[config.mk]
export PLATFORM = sky130hd
export DESIGN_NAME = skid_pipe_reg_flat
export DESIGN_NICKNAME = d
export VERILOG_FILES = /design/src/rtl/skid_pipe_reg_if.sv /design/src/rtl/skid_pipe_reg.sv /design/src/flat_wrapper.sv
export SDC_FILE = /design/constraint.sdc
export NUM_CORES = 1
export LEC_CHECK = 0
export ABC_AREA = 1
export CORE_ASPECT_RATIO = 1.25
export CORE_UTILIZATION = 40
export DETAILED_ROUTE_END_ITERATION = 8
export PLACE_DENSITY = 0.8
export REMOVE_ABC_BUFFERS = 1
export SKIP_LAST_GASP = 1
export SYNTH_ARGS = -nofsm -noshare
export SYNTH_HDL_FRONTEND = slang
export SYNTH_SLANG_ARGS = --single-unit
[constraint.sdc]
create_clock -name clk -period 2.3 [get_ports clk]
set_input_delay 0.345 -clock clk [delete_from_list [all_inputs] [get_ports clk]]
set_output_delay 0.345 -clock clk [all_outputs]
set_load 0.01 [all_outputs]
[src/rtl/skid_pipe_reg_if.sv]
// Valid/ready handshake bundle for skid_pipe_reg: upstream in_* side and downstream out_* side.
// slave is the register block's view; master is the view of whatever drives and consumes it.
interface skid_pipe_reg_if #(
  parameter int unsigned DATA_LEN = 32
);
  logic                in_valid;
  logic                in_ready;
  logic [DATA_LEN-1:0] in_data;
  logic                out_valid;
  logic                out_ready;
  logic [DATA_LEN-1:0] out_data;

  modport slave (
    input  in_valid, in_data, out_ready,
    output in_ready, out_valid, out_data
  );

  modport master (
    output in_valid, in_data, out_ready,
    input  in_ready, out_valid, out_data
  );
endinterface

[src/rtl/skid_pipe_reg.sv]
// Flow-controlled pipeline register with valid/ready back-pressure and synchronous flush.
// SKID_PIPE_FULL_THROUGHPUT_EN selects the 2-entry skid buffer (registered in_ready); default is single entry.
module skid_pipe_reg #(
  parameter int unsigned          DATA_LEN = 32,
  parameter logic [DATA_LEN-1:0]  RST_DATA = '0
) (
  input logic              clk,
  input logic              rst_n,
  input logic              flush,
  skid_pipe_reg_if.slave   bus
);

  logic in_ready;
  logic in_fire;

  assign bus.in_ready = in_ready;
  assign in_fire      = bus.in_valid & in_ready;

`ifdef SKID_PIPE_FULL_THROUGHPUT_EN

  typedef enum logic [1:0] {S_EMPTY, S_ONE, S_FULL} state_e;

  state_e              state_q, state_d;
  logic [DATA_LEN-1:0] main_q, main_d;
  logic [DATA_LEN-1:0] skid_q, skid_d;

  // in_ready decodes only the state register, so out_ready never reaches upstream
  assign in_ready      = (state_q != S_FULL);
  assign bus.out_valid = (state_q != S_EMPTY);
  assign bus.out_data  = main_q;

  always_comb begin
    state_d = state_q;
    main_d  = main_q;
    skid_d  = skid_q;
    if (flush) begin
      state_d = S_EMPTY;
    end else begin
      unique case (state_q)
        S_EMPTY: begin
          if (in_fire) begin
            state_d = S_ONE;
            main_d  = bus.in_data;
          end
        end
        S_ONE: begin
          if (in_fire && bus.out_ready) begin
            main_d = bus.in_data;
          end else if (in_fire) begin
            state_d = S_FULL;
            skid_d  = bus.in_data;
          end else if (bus.out_ready) begin
            state_d = S_EMPTY;
          end
        end
        S_FULL: begin
          if (bus.out_ready) begin
            state_d = S_ONE;
            main_d  = skid_q;
          end
        end
        default: state_d = S_EMPTY;
      endcase
    end
  end

  always_ff @(posedge clk or negedge rst_n) begin
    if (!rst_n) begin
      state_q <= S_EMPTY;
      main_q  <= RST_DATA;
      skid_q  <= RST_DATA;
    end else begin
      state_q <= state_d;
      main_q  <= main_d;
      skid_q  <= skid_d;
    end
  end

`else

  logic                valid_q, valid_d;
  logic [DATA_LEN-1:0] data_q, data_d;

  // Accepting while the held entry drains keeps one transfer per cycle
  assign in_ready      = !valid_q | bus.out_ready;
  assign bus.out_valid = valid_q;
  assign bus.out_data  = data_q;

  always_comb begin
    valid_d = valid_q;
    data_d  = data_q;
    if (flush) begin
      valid_d = 1'b0;
    end else if (in_fire) begin
      valid_d = 1'b1;
      data_d  = bus.in_data;
    end else if (valid_q && bus.out_ready) begin
      valid_d = 1'b0;
    end
  end

  always_ff @(posedge clk or negedge rst_n) begin
    if (!rst_n) begin
      valid_q <= 1'b0;
      data_q  <= RST_DATA;
    end else begin
      valid_q <= valid_d;
      data_q  <= data_d;
    end
  end

`endif

endmodule
[src/flat_wrapper.sv]
// flat-port wrapper written by rule: the top's interface ports become plain ports
module skid_pipe_reg_flat 
#(
  parameter int unsigned          DATA_LEN = 32,
  parameter logic [DATA_LEN-1:0]  RST_DATA = '0
)
  (clk, rst_n, flush, bus_in_valid, bus_in_data, bus_out_ready, bus_in_ready, bus_out_valid, bus_out_data);
  skid_pipe_reg_if #(.DATA_LEN(DATA_LEN)) bus_i ();
  input logic clk;
  input logic rst_n;
  input logic flush;
  input wire logic [$bits(bus_i.in_valid)-1:0] bus_in_valid;
  input wire logic [$bits(bus_i.in_data)-1:0] bus_in_data;
  input wire logic [$bits(bus_i.out_ready)-1:0] bus_out_ready;
  output wire logic [$bits(bus_i.in_ready)-1:0] bus_in_ready;
  output wire logic [$bits(bus_i.out_valid)-1:0] bus_out_valid;
  output wire logic [$bits(bus_i.out_data)-1:0] bus_out_data;
  assign bus_i.in_valid = bus_in_valid;
  assign bus_i.in_data = bus_in_data;
  assign bus_i.out_ready = bus_out_ready;
  assign bus_in_ready = bus_i.in_ready;
  assign bus_out_valid = bus_i.out_valid;
  assign bus_out_data = bus_i.out_data;
  skid_pipe_reg #(.DATA_LEN(DATA_LEN), .RST_DATA(RST_DATA)) u_core (.clk(clk), .rst_n(rst_n), .flush(flush), .bus(bus_i));
endmodule
==> impl_metrics.json, run 1 <==
{
  "cts_hold_buf": 0,
  "cap_violations": 0,
  "endpoint_kind": "output pin",
  "syn_to_final_growth_pct": 59.7,
  "first_pass_iters": 4,
  "first_iter_violations": 33,
  "grt_remaining_overflow": 0,
  "grt_pass1_vias": 1234,
  "ys_seq_area_share_pct": 62.3,
  "antenna_found_initial": 0,
  "clkPwrFrac_pct": 28.0,
  "status": "completed",
  "start_util_pct": 41.5,
  "antenna_cells": 0,
  "layout.nets": 252,
  "ys_ff_latch": 33,
  "layout-drive-gt1-share_pct": 6.05,
  "clockRootBuffer": "clkbuf_8",
  "fin_crit_ns": 1.80,
  "gp_congestion": 0.721,
  "swShare_pct": 26.6,
  "max_slew_margin_pct": 62.5,
  "grt_usage_pct": 22.4,
  "cts_buffers": 5,
  "syn_inst": 144,
  "top_layer_used": "met4",
  "required_ns": 1.96,
  "setup_ws_ns": 0.497,
  "rows": 23,
  "critical_path.cell_chain": "clkdlybuf4s50_1 -> inv_1 -> nand2_2 -> clkdlybuf4s50_1",
  "synth_cell_types": 10,
  "fp.dieH_um": 66.4,
  "critPathMostFrequentCell": "clkdlybuf4s50_1",
  "m1WireLength_mm": 1.22,
  "cp_max_fo": 3,
  "vdd_drop_max_mv": 0.497,
  "cts_tree": "yes",
  "grt_max_degree": 34,
  "hold_class": "primary input to async pin",
  "path_buf_inv": 3,
  "power_leakage_nw": 1.03,
  "drt-total-wl_mm": 3.39,
  "r2r_cells": 4,
  "cts_max_level": 2,
  "place_ws_ns": 0.368,
  "p_comb_share_pct": 25.7,
  "rsz0062_at_grt": "no",
  "hold_viol": 0,
  "post_cts_buffers": 0,
  "slew_viol_final": 0,
  "slowest_stage": "clkdlybuf4s50_1",
  "tns_ns": 0,
  "post-route-drc-count": 0,
  "dr_wl_met2_mm": 1.95,
  "grt_pass1_wl_mm": 5.64,
  "switchingPower_mw": 0.410,
  "wl_met3_um": 146,
  "r2r-end": "u_core.bus.out_data[26]",
  "cts_buffer_depth": 2,
  "max_freq_mhz": 555,
  "final_cells": 252,
  "seqPwrFrac_pct": 46.3,
  "p_int_mw": 1.13,
  "wire_per_inst_um": 13.4,
  "clk_pin_slew_ns": 0.06,
  "p_per_area_mw_per_mm2": 728,
  "reg2reg_from": "u_core.bus.out_valid",
  "ios": 71,
  "die_w_um": 53.5,
  "portBuffers": 70,
  "core_area_sq_mm": 0.00319,
  "period_share_pct": 78.4,
  "cp_top_family": "buffers and inverters",
  "dieArea_sq_mm": 0.00355,
  "cpPeakStageDelay_ns": 0.54,
  "place_inst": 245,
  "n_fill_cell": 262,
  "path_class": "primary input to output pin",
  "regToRegSetupSlack_ns": 1.11,
  "clk_latency_ns": 0.28,
  "tightest_slew_ns": 0.560,
  "ctsResizeCount": 0,
  "crit_path_start_kind": "primary input",
  "hpwl_mm": 2.39,
  "clkSinkCount": 33,
  "setup-violations-final": 0,
  "finalClockSkew_ns": 0.00395,
  "yosysWarningCount": 0,
  "vias": 1237,
  "routed_via_density": 4.91,
  "syn_area_per_cell_sq_um": 9.21,
  "ant_nets": 0,
  "worstPathArrival_ns": 1.46,
  "syn-cell-area_sq_mm": 0.00133
}
-- sequential cells by signal, summed over array words and instances (netlist names) --
signal / cells
u_core.bus.out_data: 32
u_core.bus.out_valid: 1
-- stage by stage --
stage                     total power, mW  util, %  cell area (sq um)  hold WS, ns
final                                1.54     66.3               2120        0.455
after global routing                 1.63     66.3               2120        0.494
after CTS                            1.55     66.3               2120        0.461
after detailed placement             1.12     63.6               2030        0.462
after global placement               1.11     63.6               2030        0.455
after floorplan                     0.844        -               1260       0.0494
-- cells in the mapped netlist --
cell / count / share of area, %
inv_1: 1 / 0.28
buf_2: 6 / 2.3
dfrtp_1: 33 / 62
nand3_1: 32 / 12
a21oi_1: 1 / 0.38
nand2_1: 64 / 18
nor2_4: 1 / 0.85
buf_6: 3 / 2.5
inv_2: 1 / 0.28
nand2_2: 2 / 0.94
-- final cells by class --
type / instances / area (sq um) / area share (%)
Clock buffer: 7 / 86.3 / 4.08
Inverter: 2 / 7.51 / 0.354
Sequential cell: 33 / 826 / 39.0
Tap cell: 37 / 46.3 / 2.19
Timing Repair Buffer: 73 / 723 / 34.1
Multi-Input combinational cell: 100 / 429 / 20.3
-- cell families after synthesis --
family / Yosys count / share of synthesized area (%)
DFF: 33 / 62.3
buffers and inverters: 11 / 5.38
AOI/OAI and AO/OA: 1 / 0.377
and+or+nand+nor: 99 / 32.0
-- power groups by stage --
| stage | Clock, mW | Sequential (mW) | Combinational [mW] |
|---|---|---|---|
| floorplan | 0 | 0.756 | 0.0875 |
| global placement | 0 | 0.719 | 0.391 |
| detailed placement | 0 | 0.721 | 0.399 |
| CTS | 0.439 | 0.713 | 0.401 |
| global route | 0.469 | 0.723 | 0.434 |
| finish | 0.433 | 0.714 | 0.396 |
-- layer usage --
metal | vias up | GRT usage, %
met5 | - | 0
met4 | 0 | 11.2
met3 | 7 | 3.22
met2 | 35 | 39.1
met1 | 597 | 25.7
li1 | 598 | -
-- how the worst max path moves through the flow --
stage                    startpoint                       to  slack [ns]  depth (start not counted)
2_1_floorplan  u_core.bus.out_valid   u_core.bus.out_data[0]        0.84                          4
3_3_place_gp           bus_in_valid  u_core.bus.out_data[27]        0.47                          6
3_5_place_dp           bus_in_valid  u_core.bus.out_data[26]        0.37                          6
4_1_cts               bus_out_ready             bus_in_ready        0.49                          4
5_1_grt               bus_out_ready             bus_in_ready        0.45                          4
6_report              bus_out_ready             bus_in_ready        0.50                          4
-- cell usage in the layout, fill, tap and decap left out, types with 2 or more instances in the layout --
cell,count
buf_4,3
nand2_2,2
clkdlybuf4s50_1,70
nand2_1,64
dfrtp_1,33
nand3_1,32
clkbuf_8,6
(Power assumes the default switching activity.)
==> inputs of run 2 (changes only) <==
--- a/config.mk
+++ b/config.mk
@@ -7,9 +7,9 @@
 export LEC_CHECK = 0
 export ABC_AREA = 1
 export CORE_ASPECT_RATIO = 1.25
-export CORE_UTILIZATION = 40
+export CORE_UTILIZATION = 38
 export DETAILED_ROUTE_END_ITERATION = 8
-export PLACE_DENSITY = 0.8
+export PLACE_DENSITY = 0.76
 export REMOVE_ABC_BUFFERS = 1
 export SKIP_LAST_GASP = 1
 export SYNTH_ARGS = -nofsm -noshare
==> constraint.sdc (replaced) <==
create_clock -name clk -period 1.7 [get_ports clk]
set_input_delay 0.255 -clock clk [delete_from_list [all_inputs] [get_ports clk]]
set_output_delay 0.255 -clock clk [all_outputs]
set_load 0.01 [all_outputs]
==> run 2 against run 1 <==
  * Worst setup slack worse by 0.44 ns
  * Combinational power increased by 39%
  * Register-to-register slack worse by 0.71 ns
  * Clock skew fell by 0.00089 ns
  * Total power rose by 46%
  * Design area rose by 2.8%
  * Sequential share of layout area down 1.1 points
  * Clock power grew 73%
  * Critical endpoint unchanged
  * Largest cell class unchanged
==> impl_metrics.json, run 2 (synthesis results as in run 1) <==
{
  "status": "completed",
  "r2r_cells": 6,
  "grt_pass1_wl_mm": 5.53,
  "slew_viol_final": 0,
  "fin_crit_ns": 1.65,
  "first_iter_violations": 24,
  "r2r-end": "u_core.bus.out_data[1]",
  "core_area_sq_mm": 0.00328,
  "required_ns": 1.44,
  "p_per_area_mw_per_mm2": 1040,
  "first_pass_iters": 5,
  "final_cell_mix": "clkdlybuf4s50_1 (70), nand2_1 (64), dfrtp_1 (33)",
  "antenna_found_initial": 0,
  "clockRootBuffer": "clkbuf_8",
  "start_util_pct": 40.4,
  "clk_pin_slew_ns": 0.06,
  "grt_pass1_vias": 1287,
  "rows": 23,
  "cts_hold_buf": 0,
  "max_slew_margin_pct": 72.9,
  "cap_violations": 0,
  "regToRegSetupSlack_ns": 0.40,
  "post-route-drc-count": 0,
  "grt_max_degree": 34,
  "clk_latency_ns": 0.28,
  "endpoint_kind": "output pin",
  "cts_buffers": 5,
  "hold_class": "primary input to async pin",
  "gp_congestion": 0.671,
  "hpwl_mm": 2.51,
  "crit_path_start_kind": "primary input",
  "period_share_pct": 96.9,
  "ctsResizeCount": 0,
  "setup-violations-final": 0,
  "wire_per_inst_um": 13.8,
  "post_cts_buffers": 0,
  "ant_nets": 0,
  "fp.dieH_um": 68.1,
  "path_class": "primary input to output pin",
  "cts_max_level": 2,
  "layout_commonest_cell": "clkdlybuf4s50_1",
  "power_leakage_nw": 1.06,
  "reg2reg_from": "u_core.bus.out_valid",
  "clkSinkCount": 33,
  "portBuffers": 70,
  "grt_remaining_overflow": 0,
  "dieArea_sq_mm": 0.00373,
  "grt_usage_pct": 21.6,
  "cts_buffer_depth": 2,
  "antenna_cells": 0,
  "place_ws_ns": 0.0346,
  "vdd_drop_max_mv": 0.711,
  "setup_ws_ns": 0.0523,
  "tightest_slew_ns": 0.407,
  "final_cells": 257,
  "layout-drive-gt1-share_pct": 8.18,
  "cp_max_fo": 2,
  "rsz0062_at_grt": "no",
  "finalClockSkew_ns": 0.00305,
  "ios": 71,
  "drt-total-wl_mm": 3.55,
  "place_inst": 249,
  "routed_via_density": 4.91,
  "worstPathArrival_ns": 1.39,
  "tns_ns": 0,
  "max_freq_mhz": 607,
  "hold_viol": 0,
  "syn_to_final_growth_pct": 64.2,
  "die_w_um": 54.8,
  "largest_reg_flops": 32,
  "cts_tree": "yes",
  "layout.nets": 256,
  "vias": 1261
}
[run 2: metrics by stage]
stage / area, sq um / utilization [%] / total power [mW] / hold WS, ns
2_1_floorplan: 1260 / - / 1.14 / -0.0406
3_3_place_gp: 2060 / 62.9 / 1.51 / 0.452
3_5_place_dp: 2060 / 62.9 / 1.53 / 0.458
4_1_cts: 2180 / 66.4 / 2.28 / 0.391
5_1_grt: 2180 / 66.4 / 2.37 / 0.418
6_report: 2180 / 66.4 / 2.26 / 0.382
[run 2: cell type report]
| class | instances | area (sq um) |
|---|---|---|
| Fill cell | 266 | 1100 |
| Sequential cell | 33 | 826 |
| Timing Repair Buffer | 77 | 753 |
| Multi-Input combinational cell | 100 | 429 |
| Clock buffer | 7 | 86.3 |
| Tap cell | 37 | 46.3 |
| Clock inverter | 1 | 30.0 |
| Inverter | 2 | 7.51 |
[run 2: routing by layer]
metal | GRT usage (%) | wire (um) | part of all wire, %
met1 | 21.5 | 1310 | 37
met5 | 0 | 0 | 0
met4 | 10.9 | 89 | 2.5
met2 | 39.0 | 1890 | 53
met3 | 6.44 | 256 | 7.2
[run 2: power breakdown]
group          internal, mW  leakage (nW)  switching [mW]
sequential            0.898         0.409          0.0634
clock                 0.478        0.0585           0.271
combinational         0.320         0.590           0.228
total                  1.70          1.06           0.563
[run 2: how the worst max path moves through the flow]
stage                               from                      to  slack, ns  cells past startpoint
floorplan           u_core.bus.out_valid  u_core.bus.out_data[0]       0.24                      4
global placement           bus_out_ready            bus_in_ready       0.05                      4
detailed placement         bus_out_ready  u_core.bus.out_data[1]       0.03                      8
CTS                        bus_out_ready            bus_in_ready       0.04                      4
global route               bus_out_ready            bus_in_ready       0.02                      4
finish                     bus_out_ready            bus_in_ready       0.05                      4
[run 2: critical path, cell delays in order]
cell	delay (ns)
clkdlybuf4s50_1	0.45
inv_1	0.04
nand2_2	0.08
clkdlybuf4s50_1	0.56
==> inputs of run 3 (changes only) <==
--- a/config.mk
+++ b/config.mk
@@ -12,6 +12,7 @@
 export PLACE_DENSITY = 0.76
 export REMOVE_ABC_BUFFERS = 1
 export SKIP_LAST_GASP = 1
+export SLEW_MARGIN = 25
 export SYNTH_ARGS = -nofsm -noshare
 export SYNTH_HDL_FRONTEND = slang
 export SYNTH_SLANG_ARGS = --single-unit
==> results of run 3 <==
Final layout, timing and power as in run 2 (identical DEF).
